## src/rtl/spram_fifo_ctrl.sv

```systemverilog
// FIFO controller for a single-port synchronous RAM. One RAM access per cycle is arbitrated
// between push and pop; a 2-entry prefetch buffer hides the RAM read latency.
module spram_fifo_ctrl #(
    parameter int unsigned DATA_WIDTH = 8,
    parameter int unsigned FIFO_DEPTH = 16,
    parameter int unsigned ADDR_WIDTH = $clog2(FIFO_DEPTH),
    parameter int unsigned CNT_WIDTH  = $clog2(FIFO_DEPTH + 3)
) (
    input  logic                  clk,
    input  logic                  rst_n,
    input  logic                  in_valid,
    output logic                  in_ready,
    input  logic [DATA_WIDTH-1:0] in_data,
    output logic                  out_valid,
    input  logic                  out_ready,
    output logic [DATA_WIDTH-1:0] out_data,
    output logic                  ram_we,
    output logic [ADDR_WIDTH-1:0] ram_addr,
    output logic [DATA_WIDTH-1:0] ram_din,
    input  logic [DATA_WIDTH-1:0] ram_dout,
    output logic [CNT_WIDTH-1:0]  count,
    output logic                  empty,
    output logic                  full
);

    localparam int unsigned RamCntWidth = $clog2(FIFO_DEPTH + 1);
    localparam logic [RamCntWidth-1:0] RamFull = RamCntWidth'(FIFO_DEPTH);
    localparam logic [ADDR_WIDTH-1:0]  PtrMax  = ADDR_WIDTH'(FIFO_DEPTH - 1);
    localparam logic [CNT_WIDTH-1:0]   CntFull = CNT_WIDTH'(FIFO_DEPTH + 2);

    logic [ADDR_WIDTH-1:0]  wr_ptr_q, wr_ptr_d;
    logic [ADDR_WIDTH-1:0]  rd_ptr_q, rd_ptr_d;
    logic [RamCntWidth-1:0] ram_cnt_q, ram_cnt_d;
    logic [1:0]             obuf_cnt_q, obuf_cnt_d;
    logic                   obuf_head_q, obuf_head_d;
    logic                   rd_inflight_q, rd_inflight_d;
    logic                   wr_pri_q, wr_pri_d;
    logic [CNT_WIDTH-1:0]   count_q, count_d;
    logic [DATA_WIDTH-1:0]  obuf_q [2];

    logic ram_space;
    logic ram_has;
    logic obuf_room;
    logic rd_req;
    logic wr_req;
    logic conflict;
    logic wr_gnt;
    logic rd_gnt;
    logic pop;
    logic capture;
    logic obuf_tail;

    // Request, arbitration and handshake decode
    always_comb begin
        ram_space = ram_cnt_q < RamFull;
        ram_has   = ram_cnt_q != '0;
        obuf_room = ({1'b0, obuf_cnt_q} + {2'b00, rd_inflight_q}) < 3'd2;
        rd_req    = rst_n && ram_has && obuf_room;
        wr_req    = rst_n && in_valid && ram_space;
        conflict  = rd_req && wr_req;
        wr_gnt    = wr_req && (!rd_req || wr_pri_q);
        rd_gnt    = rd_req && !(wr_req && wr_pri_q);
        // Independent of in_valid: ready is promised before the pusher commits.
        in_ready  = rst_n && ram_space && !(rd_req && !wr_pri_q);
        out_valid = rst_n && (obuf_cnt_q != 2'd0);
        pop       = out_valid && out_ready;
        capture   = rst_n && rd_inflight_q;
        // Capture never sees a full obuf, so the tail is head + cnt modulo 2.
        obuf_tail = obuf_head_q ^ obuf_cnt_q[0];
    end

    always_comb begin
        ram_we   = wr_gnt;
        ram_din  = in_data;
        ram_addr = '0;
        if (rst_n) begin
            ram_addr = wr_gnt ? wr_ptr_q : rd_ptr_q;
        end
        out_data = obuf_q[obuf_head_q];
        count    = count_q;
        empty    = count_q == '0;
        full     = count_q == CntFull;
    end

    always_comb begin
        wr_ptr_d      = wr_ptr_q;
        rd_ptr_d      = rd_ptr_q;
        ram_cnt_d     = ram_cnt_q;
        wr_pri_d      = wr_pri_q;
        rd_inflight_d = rd_gnt;
        if (wr_gnt) begin
            wr_ptr_d = (wr_ptr_q == PtrMax) ? '0 : wr_ptr_q + 1'b1;
        end
        if (rd_gnt) begin
            rd_ptr_d = (rd_ptr_q == PtrMax) ? '0 : rd_ptr_q + 1'b1;
        end
        ram_cnt_d   = ram_cnt_q + {{(RamCntWidth-1){1'b0}}, wr_gnt}
                                - {{(RamCntWidth-1){1'b0}}, rd_gnt};
        if (conflict) begin
            wr_pri_d = !wr_pri_q;
        end
        obuf_cnt_d  = obuf_cnt_q + {1'b0, capture} - {1'b0, pop};
        obuf_head_d = obuf_head_q ^ pop;
        count_d     = count_q + {{(CNT_WIDTH-1){1'b0}}, wr_gnt}
                              - {{(CNT_WIDTH-1){1'b0}}, pop};
    end

    always_ff @(posedge clk) begin
        if (!rst_n) begin
            wr_ptr_q      <= '0;
            rd_ptr_q      <= '0;
            ram_cnt_q     <= '0;
            obuf_cnt_q    <= 2'd0;
            obuf_head_q   <= 1'b0;
            rd_inflight_q <= 1'b0;
            wr_pri_q      <= 1'b0;
            count_q       <= '0;
        end else begin
            wr_ptr_q      <= wr_ptr_d;
            rd_ptr_q      <= rd_ptr_d;
            ram_cnt_q     <= ram_cnt_d;
            obuf_cnt_q    <= obuf_cnt_d;
            obuf_head_q   <= obuf_head_d;
            rd_inflight_q <= rd_inflight_d;
            wr_pri_q      <= wr_pri_d;
            count_q       <= count_d;
        end
    end

    // Payload storage needs no reset; validity is tracked by obuf_cnt.
    always_ff @(posedge clk) begin
        if (capture) begin
            obuf_q[obuf_tail] <= ram_dout;
        end
    end

    logic [CNT_WIDTH-1:0] held_sum;
    assign held_sum = CNT_WIDTH'(ram_cnt_q) + CNT_WIDTH'(obuf_cnt_q) + CNT_WIDTH'(rd_inflight_q);

    held_consistent: assert property (@(posedge clk) disable iff (!rst_n)
        count_q == held_sum);
    capture_has_room: assert property (@(posedge clk) disable iff (!rst_n)
        rd_inflight_q |-> (obuf_cnt_q != 2'd2));

endmodule

```

## config.mk

```make
export PLATFORM = sky130hd
export DESIGN_NAME = spram_fifo_ctrl
export DESIGN_NICKNAME = d
export VERILOG_FILES = /design/src/rtl/spram_fifo_ctrl.sv
export SDC_FILE = /design/constraint.sdc
export NUM_CORES = 1
export LEC_CHECK = 0
export CAP_MARGIN = 20
export CORE_ASPECT_RATIO = 0.6
export CORE_MARGIN = 5
export CORE_UTILIZATION = 49
export DETAILED_ROUTE_END_ITERATION = 16
export PLACE_DENSITY = 0.75
export SYNTH_ARGS = -nofsm -noshare
export SYNTH_HDL_FRONTEND = slang
export SYNTH_SLANG_ARGS = --single-unit
```

## constraint.sdc

```tcl
create_clock -name clk -period 3.71 [get_ports clk]
set_input_delay 0.5565 -clock clk [delete_from_list [all_inputs] [get_ports clk]]
set_output_delay 0.5565 -clock clk [all_outputs]
set_load 0.05 [all_outputs]
```

==> results by group, run 1 <==
Place
  – HPWL after DPL: 2970 um
  – RD Place Congestion: 0.826
  – Port buffer count: 33
  – Placed Cells: 279

Pwr
  – Sequential Power Share: between 30% and 40%
  – Leak pwr: 0.989 nW
  – Sw Ratio: 41.8%
  – Int Power: 1.23 mW
  – Maximum vdd ir drop: about 0.49 mV
  – PwrDens: 830 mW/mm^2
  – Combinational Power Share: 52.0%
  – Clock share of power: 16.2%
  – Sw power: about 0.9 mW

Final layout
  – Fin util: 61.9%
  – Layout Nets: approximately 260
  – Area Overhead vs Synth: 21.4%
  – FF+latch area: 961 um^2
  – Multi-input gate area: 988 um^2
  – Finished Layout Cells: 287
  – Share of cells above drive strength 1: 15.0%
  – Fill count: between 300 and 400
  – Number of diodes: 0

Synth
  – Syn nets: 234
  – Post-synth EDFFs: 16
  – Seq/Total Area, Yosys: between 40% and 50%
  – Synth Warn #: 0
  – Syn_area_per_cell: 10.6 um^2
  – #FFs+latches synth: 40
  – Synth unique cells: 41
  – Post-synth top area share: 22.9%
  – Largest area contributor in the netlist: dfxtp_1
  – Synth top area cells: dfxtp_1 (23%), edfxtp_1 (23%), ha_1 (8.3%), mux2_2 (4.3%), nand2_1 (3.9%)
  – Top FF cell, synth: dfxtp_1
  – Cell area after synthesis: 0.00210 mm^2
  – Fraction of registers with async set/reset: 0%
  – Post-Syn Instances: just under 200

Global routing
  – All-layer global routing usage: 14.3%
  – Largest net degree at the start of global routing: 15
  – First-pass GRT wire length: 6110 um
  – Initial antenna violation count: 0
  – Vias in the first global route: approximately 1.3k
  – Grt ovf: 0

Timing
  – Max Fclk: 0.309 GHz
  – Slew HR: 51.9%
  – Setup violations, final: 0
  – Final cycle utilization of the critical path: 87.2%
  – Worst slew pin tran: ~700 ps
  – Tmin final: 3240 ps
  – Final Hold Vio Count: 0
  – Fin. max-slew vios: 0
  – Setup Skew: roughly 3.4 ps
  – RSZ-0062 raised after global routing: false
  – Setup TNS: 0 ps

Detailed routing
  – DRT iter0 DRCs: between 60 and 70
  – DR vias: 1418
  – DR DRC count: 0
  – Vias per cell: 4.94
  – DR WL/cell: 13.4 um
  – First-pass detailed-route iteration total: 5
  – Antenna Nets Post-Route: 0
  – DRT Wirelength: 3850 um

Clocking
  – TritonCTS clock tree: built
  – Post-CTS Resized: 0
  – Cts hold-fix bufs: 0
  – Clock slew at reported path FFs: approximately 70 ps
  – Clock buffer depth: 2
  – Num CTS Buffers: 5
  – Clock Latency Late Sink: 280 ps
  – # clock sinks: 40
  – CTS H-Tree Depth: 2
  – CTS Root Cell: clkbuf_8
  – Post-CTS setup buffers: 0

Critical path
  – Worst r2r path cells: 11
  – Worst Path Max Fanout: 14
  – Crit path capture type: output port
  – WP data required: 3150 ps
  – Setup crit start kind: primary input
  – WP data arrival: roughly 2700 ps
  – WS Path Type: primary input to output port

Floorplanning
  – DIE AREA: 0.00574 mm^2
  – Initial core utilization: approximately half
  – Top-level port count: 50
  – Die X: 94.6 um
  – Row count: 18
  – Die Y: 60.7 um
  – Core area: roughly 0.0041 mm^2

Flow run
  – MaxCap Viol Count: 0

Hold path
  – Worst hold path type: flop to flop
  – Hold Path Stages: 1

Status
  – Outcome: finished clean
-- cell usage after synthesis, types with 5 or more instances --
cell type,n
nor2_1,15
inv_1,13
nand2_1,22
dfxtp_1,24
buf_4,8
clkbuf_1,5
ha_1,14
and2_1,6
edfxtp_1,16
mux2i_1,7
a21oi_1,7
mux2_2,8
-- registers in the layout (all words and copies together), names as in the netlist, named ones only --
signal,count
obuf_q,16
count,5
ram_cnt_q,5
rd_ptr_q,4
wr_ptr_q,4
obuf_cnt_q,2
obuf_head_q,1
rd_inflight_q,1
wr_pri_q,1
-- power groups by stage --
stage,registers [mW],logic [mW],clock network [mW]
after global routing,0.691,1.19,0.376
final,0.674,1.10,0.343
after floorplan,0.714,0.806,0
after detailed placement,0.683,1.10,0
after global placement,0.682,1.09,0
after CTS,0.674,1.11,0.354
-- area by class of cell --
class / instances / area share (%)
multi-input cells: 128 / 38.7
clock inverters: 2 / 1.37
well taps: 60 / 2.94
repair buffers: 37 / 14.4
inverters: 14 / 2.06
flip-flops and latches: 40 / 37.6
clock buffers: 6 / 2.84
-- through the flow --
step | instance area [um^2] | hold WS (ps) | worst slack [ps] | power [mW]
after global placement | 2440 | 491 | 504 | 1.77
final | 2550 | 509 | 474 | 2.12
after floorplan | 2100 | 454 | 441 | 1.52
after global routing | 2550 | 534 | 351 | 2.26
after CTS | 2550 | 505 | 490 | 2.14
after detailed placement | 2440 | 493 | 368 | 1.78
-- cells by family (layout without fill, tap and decap cells) --
kind of cell	Yosys count	in the layout	synth area share (%)
compound gates	25	25	9.76
xor+xnor	8	8	3.33
fa+ha+maj	16	16	10.2
buf+inv	30	59	7.26
flops	40	40	45.7
mux	15	15	7.62
simple gates	64	64	16.1
-- worst max-delay path, cell delays in order --
cell and delay [ps]:
clkdlybuf4s50_1 500, buf_4 190, nand2b_4 100, o41ai_4 620
inv_2 250, o21ai_1 280, buf_12 170
-- placed cells by master (no fill, tap or decap), drive strengths merged, types with 8 or more instances in the layout --
| cell type | synthesis | final |
|---|---|---|
| edfxtp | 16 | 16 |
| clkdlybuf4s50 | 0 | 26 |
| buf | 11 | 11 |
| inv | 14 | 14 |
| ha | 14 | 14 |
| dfxtp | 24 | 24 |
| nand2 | 22 | 22 |
| mux2 | 8 | 8 |
| nor2 | 15 | 15 |
-- worst paths after layout --
check	startpoint	endpoint	slack, ps
hold reg to reg	obuf_head_q$_SDFF_PN0_	obuf_head_q$_SDFF_PN0_	510
setup / recovery	rst_n	ram_addr[2]	470
hold / removal	obuf_head_q$_SDFF_PN0_	obuf_head_q$_SDFF_PN0_	510
setup reg to reg	ram_cnt_q[2]$_SDFF_PN0_	ram_cnt_q[4]$_SDFF_PN0_	970
-- metal layers --
layer	share of wire, %	wire [um]	vias up	GRT usage (%)
met1	54	2090	654	21.1
met3	5.7	221	5	4.83
li1	-	-	734	-
met5	0	0	-	0
met2	39	1500	25	19.3
met4	0.81	31	0	4.93
(Power assumes the default switching activity.)
==> inputs of run 2 (changes only) <==
RECOVER_POWER = 100   (was default)
==> run 2 against run 1 <==
Core utilization decreased by 1.4 points. Cell area decreased by 2.3%. Clock power about the same. Largest power group unchanged.
==> results by group, run 2 (synthesized netlist as in run 1, its figures left out) <==
Status
  – Outcome: finished clean

Pwr
  – Combinational Power Share: about half
  – Int Power: 1.17 mW
  – PwrDens: 816 mW/mm^2
  – Leak pwr: 0.987 nW
  – Sequential Power Share: 33.0%
  – Sw power: 0.865 mW
  – Total Power: 2.03 mW
  – Clock share of power: 16.8%
  – Sw Ratio: 42.5%
  – Maximum vdd ir drop: 0.483 mV

Place
  – Placed Cells: 279
  – Pre-CTS WS: about 370 ps
  – HPWL after DPL: 2970 um
  – Port buffer count: 33
  – Post-placement cell area: 0.00244 mm^2
  – RD Place Congestion: 0.826

Floorplanning
  – Row count: 18
  – Die X: 94.6 um
  – Die Y: 60.7 um
  – Initial core utilization: 51.0%
  – Core area: 0.00412 mm^2
  – Top-level port count: 50
  – DIE AREA: 0.00574 mm^2

Critical path
  – WP data arrival: about 2800 ps
  – Crit path capture type: output port
  – Setup crit start kind: primary input
  – Worst r2r path cells: 11
  – Worst Path Max Fanout: 14
  – WS Path Type: primary input to output port
  – WP data required: 3150 ps

Global routing
  – Grt ovf: 0
  – First-pass GRT wire length: 6110 um
  – Vias in the first global route: 1279
  – All-layer global routing usage: 14.3%
  – Largest net degree at the start of global routing: 15
  – Initial antenna violation count: 0

Final layout
  – Layout Nets: 262
  – Fin util: 60.5%
  – Finished layout cell area: around 0.0025 mm^2
  – Area Overhead vs Synth: 18.6%
  – Commonest non-fill, non-tap cells in the layout: dfxtp_1 (24), dlygate4sd3_1 (24), nand2_1 (22)
  – Number of diodes: 0
  – Max reg flops: 16
  – Finished Layout Cells: 287
  – Largest Register: obuf_q
  – Share of cells above drive strength 1: 11.5%

Detailed routing
  – DRT iter0 DRCs: 67
  – Antenna Nets Post-Route: 0
  – DR DRC count: 0
  – DR vias: 1427
  – DR WL/cell: 13.4 um
  – First-pass detailed-route iteration total: 4
  – DRT Wirelength: 3830 um
  – Vias per cell: roughly 5.0

Timing
  – Final Hold Vio Count: 0
  – Final cycle utilization of the critical path: 90.8%
  – Setup TNS: 0 ps
  – Final worst setup slack: 340 ps
  – Worst slew pin tran: 718 ps
  – Fin. max-slew vios: 0
  – Setup Skew: 2.93 ps
  – Max Fclk: 0.297 GHz
  – RSZ-0062 raised after global routing: false
  – Tmin final: 3370 ps
  – Setup violations, final: 0
  – Min Hold Slack: 508 ps
  – Slew HR: 52.0%

Clocking
  – Cts hold-fix bufs: 0
  – Clock Latency Late Sink: 280 ps
  – TritonCTS clock tree: built
  – Num CTS Buffers: 5
  – CTS H-Tree Depth: 2
  – Post-CTS Resized: 0
  – Clock buffer depth: 2
  – Post-CTS setup buffers: 0
  – Clock slew at reported path FFs: 70 ps
  – # clock sinks: 40
  – CTS Root Cell: clkbuf_8

Hold path
  – Worst hold path type: flop to flop
  – Hold Path Stages: 1

Flow run
  – MaxCap Viol Count: 0
-- run 2: worst max-delay path: stages --
cell           delay, ps
dlygate4sd3_1        570
buf_4                180
nand2b_1             170
o41ai_4              650
inv_2                240
o21ai_1              270
buf_12               170
-- run 2: layout make-up --
type	count	area (um^2)
Tap cell	60	75.1
Timing Repair Buffer	37	348
Inverter	14	52.6
Clock inverter	2	35.0
Sequential cell	40	961
Multi-Input combinational cell	128	950
Fill cell	350	1630
Clock buffer	6	72.6
-- run 2: worst paths after layout --
kind                           start                      end  slack [ps]
min reg2reg   obuf_head_q$_SDFF_PN0_   obuf_head_q$_SDFF_PN0_         510
max reg2reg  ram_cnt_q[2]$_SDFF_PN0_  ram_cnt_q[4]$_SDFF_PN0_         760
min           obuf_head_q$_SDFF_PN0_   obuf_head_q$_SDFF_PN0_         510
max                            rst_n              ram_addr[2]         340
-- run 2: power groups by stage --
stage / clock network (mW) / logic (mW) / registers (mW)
after floorplan: 0 / 0.806 / 0.714
after global placement: 0 / 1.09 / 0.682
after detailed placement: 0 / 1.10 / 0.683
after CTS: 0.354 / 1.11 / 0.674
after global routing: 0.376 / 1.11 / 0.689
final: 0.342 / 1.02 / 0.671
-- run 2: layer usage --
layer  vias up  global-route usage, %  share of wire, %
met5         -                      0                 0
met4         0                   4.93               1.1
met3         7                   4.83               7.2
met2        33                   19.3                38
met1       654                   21.1                53
li1        733                      -                 -
==> inputs of run 3 (changes only) <==
PLACE_DENSITY = default   (was 0.75)
PLACE_DENSITY_LB_ADDON = 0.1   (was default)
==> run 3 against run 2 <==
Global-route usage increased by 2.1 points. Sequential cell count unchanged. Worst setup slack worse by 15 ps. Sequential power grew 0.6%. Maximum frequency is 0.45% lower. Count of clock-buffer cells in the layout decreased by 1. Combinational power about the same. Sequential share of layout area hardly changed. First-iteration DRC count decreased by 28%. Cell count down 0.35%. Register-to-register slack better by 170 ps. Die area did not move. Largest cell class is now multi-input combinational cells. Highest routed layer unchanged.
==> results by group, run 3 (synthesized netlist as in run 1, its figures left out) <==
Critical path
  – WP data arrival: approximately 2800 ps
  – Worst Path Max Fanout: 10
  – Setup crit start kind: primary input
  – Worst r2r path cells: 11
  – WP data required: 3150 ps
  – WS Path Type: primary input to output port
  – Crit path capture type: output port

Clocking
  – CTS H-Tree Depth: 2
  – Clock slew at reported path FFs: around 70 ps
  – Post-CTS setup buffers: 0
  – Clock Latency Late Sink: 290 ps
  – Cts hold-fix bufs: 0
  – Num CTS Buffers: 5
  – Clock buffer depth: 2
  – # clock sinks: 40
  – TritonCTS clock tree: built
  – Post-CTS Resized: 0
  – CTS Root Cell: clkbuf_8

Detailed routing
  – Vias per cell: 5.21
  – DR WL/cell: between 10 and 15 um
  – Antenna Nets Post-Route: 0
  – DRT Wirelength: 4210 um
  – DR DRC count: 0
  – DRT iter0 DRCs: 48
  – First-pass detailed-route iteration total: 4
  – DR vias: 1491

Timing
  – Tmin final: 3390 ps
  – Fin. max-slew vios: 0
  – Setup TNS: 0 ps
  – Worst slew pin tran: 790 ps
  – Final Hold Vio Count: 0
  – Final cycle utilization of the critical path: 91.2%
  – Slew HR: between 40 and 50%
  – Setup Skew: ~4.7 ps
  – RSZ-0062 raised after global routing: false
  – Setup violations, final: 0
  – Max Fclk: just under 0.3 GHz

Final layout
  – Fill count: 345
  – FF+latch area: ~960 um^2
  – Layout Nets: 261
  – Area Overhead vs Synth: 18.5%
  – Max reg flops: 16
  – Largest Register: obuf_q
  – Commonest non-fill, non-tap cells in the layout: dlygate4sd3_1 (25), dfxtp_1 (24), nand2_1 (22)
  – Most common cell after layout, fill and taps aside: dlygate4sd3_1
  – Number of diodes: 0
  – Share of cells above drive strength 1: 11.1%
  – Multi-input gate area: 976 um^2
  – Fin util: 60.4%

Floorplanning
  – Top-level port count: 50
  – Die X: 94.6 um
  – Initial core utilization: 51.0%
  – DIE AREA: 0.00574 mm^2
  – Die Y: 60.7 um
  – Row count: 18
  – Core area: 0.00412 mm^2

Global routing
  – Initial antenna violation count: 0
  – All-layer global routing usage: 16.4%
  – Grt ovf: 0
  – Vias in the first global route: 1543
  – Largest net degree at the start of global routing: 15
  – First-pass GRT wire length: between 7000 and 8000 um

Hold path
  – Hold Path Stages: 1
  – Worst hold path type: flop to flop

Status
  – Outcome: finished clean

Place
  – RD Place Congestion: between 0.7 and 0.8
  – HPWL after DPL: 3320 um
  – Port buffer count: 33

Pwr
  – Leak pwr: 0.974 nW
  – Maximum vdd ir drop: around 0.43 mV
  – PwrDens: 802 mW/mm^2

Flow run
  – MaxCap Viol Count: 0
run 3: cell count changes in the layout (fill, tap and decap cells not counted), sizes merged:
cell	before	now
dlygate4sd3	24	25
buf	5	4
clkbuf	12	10
bufinv	1	0
clkinv	1	3
run 3: worst paths after layout:
path                       startpoint                  endpoint  slack [ps]
max                             rst_n               ram_addr[1]         320
min          rd_ptr_q[3]$_SDFFE_PN0P_  rd_ptr_q[3]$_SDFFE_PN0P_         520
max reg2reg   ram_cnt_q[2]$_SDFF_PN0_   ram_cnt_q[4]$_SDFF_PN0_         930
min reg2reg  rd_ptr_q[3]$_SDFFE_PN0P_  rd_ptr_q[3]$_SDFFE_PN0P_         520
run 3: critical path, stage by stage:
cell and delay [ps]:
dlygate4sd3_1 760, nand2b_4 140, o41ai_4 620, nand2_1 120, a21oi_1 150, clkbuf_1 480
run 3: final cells by class:
class / count / share of cell area, %
repair buffers: 36 / 13.8
well taps: 60 / 3.01
flip-flops and latches: 40 / 38.6
inverters: 14 / 2.11
clock inverters: 3 / 0.552
clock buffers: 5 / 2.76
multi-input cells: 128 / 39.2
run 3: where the power goes:
part	leakage [nW]	switching, mW	internal (mW)
Sequential	0.343	0.101	0.574
Clock	0.0453	0.146	0.128
Combinational	0.586	0.638	0.412
Total	0.974	0.885	1.11
run 3: through the flow:
| stage | std cells | instance area [um^2] | setup slack, ps | hold WS [ps] | power, mW |
|---|---|---|---|---|---|
| floorplan | 198 | 2100 | 441 | 454 | 1.52 |
| global placement | 278 | 2460 | 389 | 466 | 1.75 |
| detailed placement | 278 | 2460 | 276 | 488 | 1.81 |
| CTS | 286 | 2550 | 448 | 499 | 2.09 |
| global route | 286 | 2490 | 180 | 539 | 2.14 |
| finish | 286 | 2490 | 325 | 516 | 2.00 |
run 3: layer usage:
layer | routed length [um] | vias to the layer above | GRT usage [%]
li1 | - | 728 | -
met1 | 1990 | 694 | 21.6
met2 | 1820 | 51 | 25.6
met3 | 318 | 18 | 5.08
met4 | 94 | 0 | 6.57
met5 | 0 | - | 0
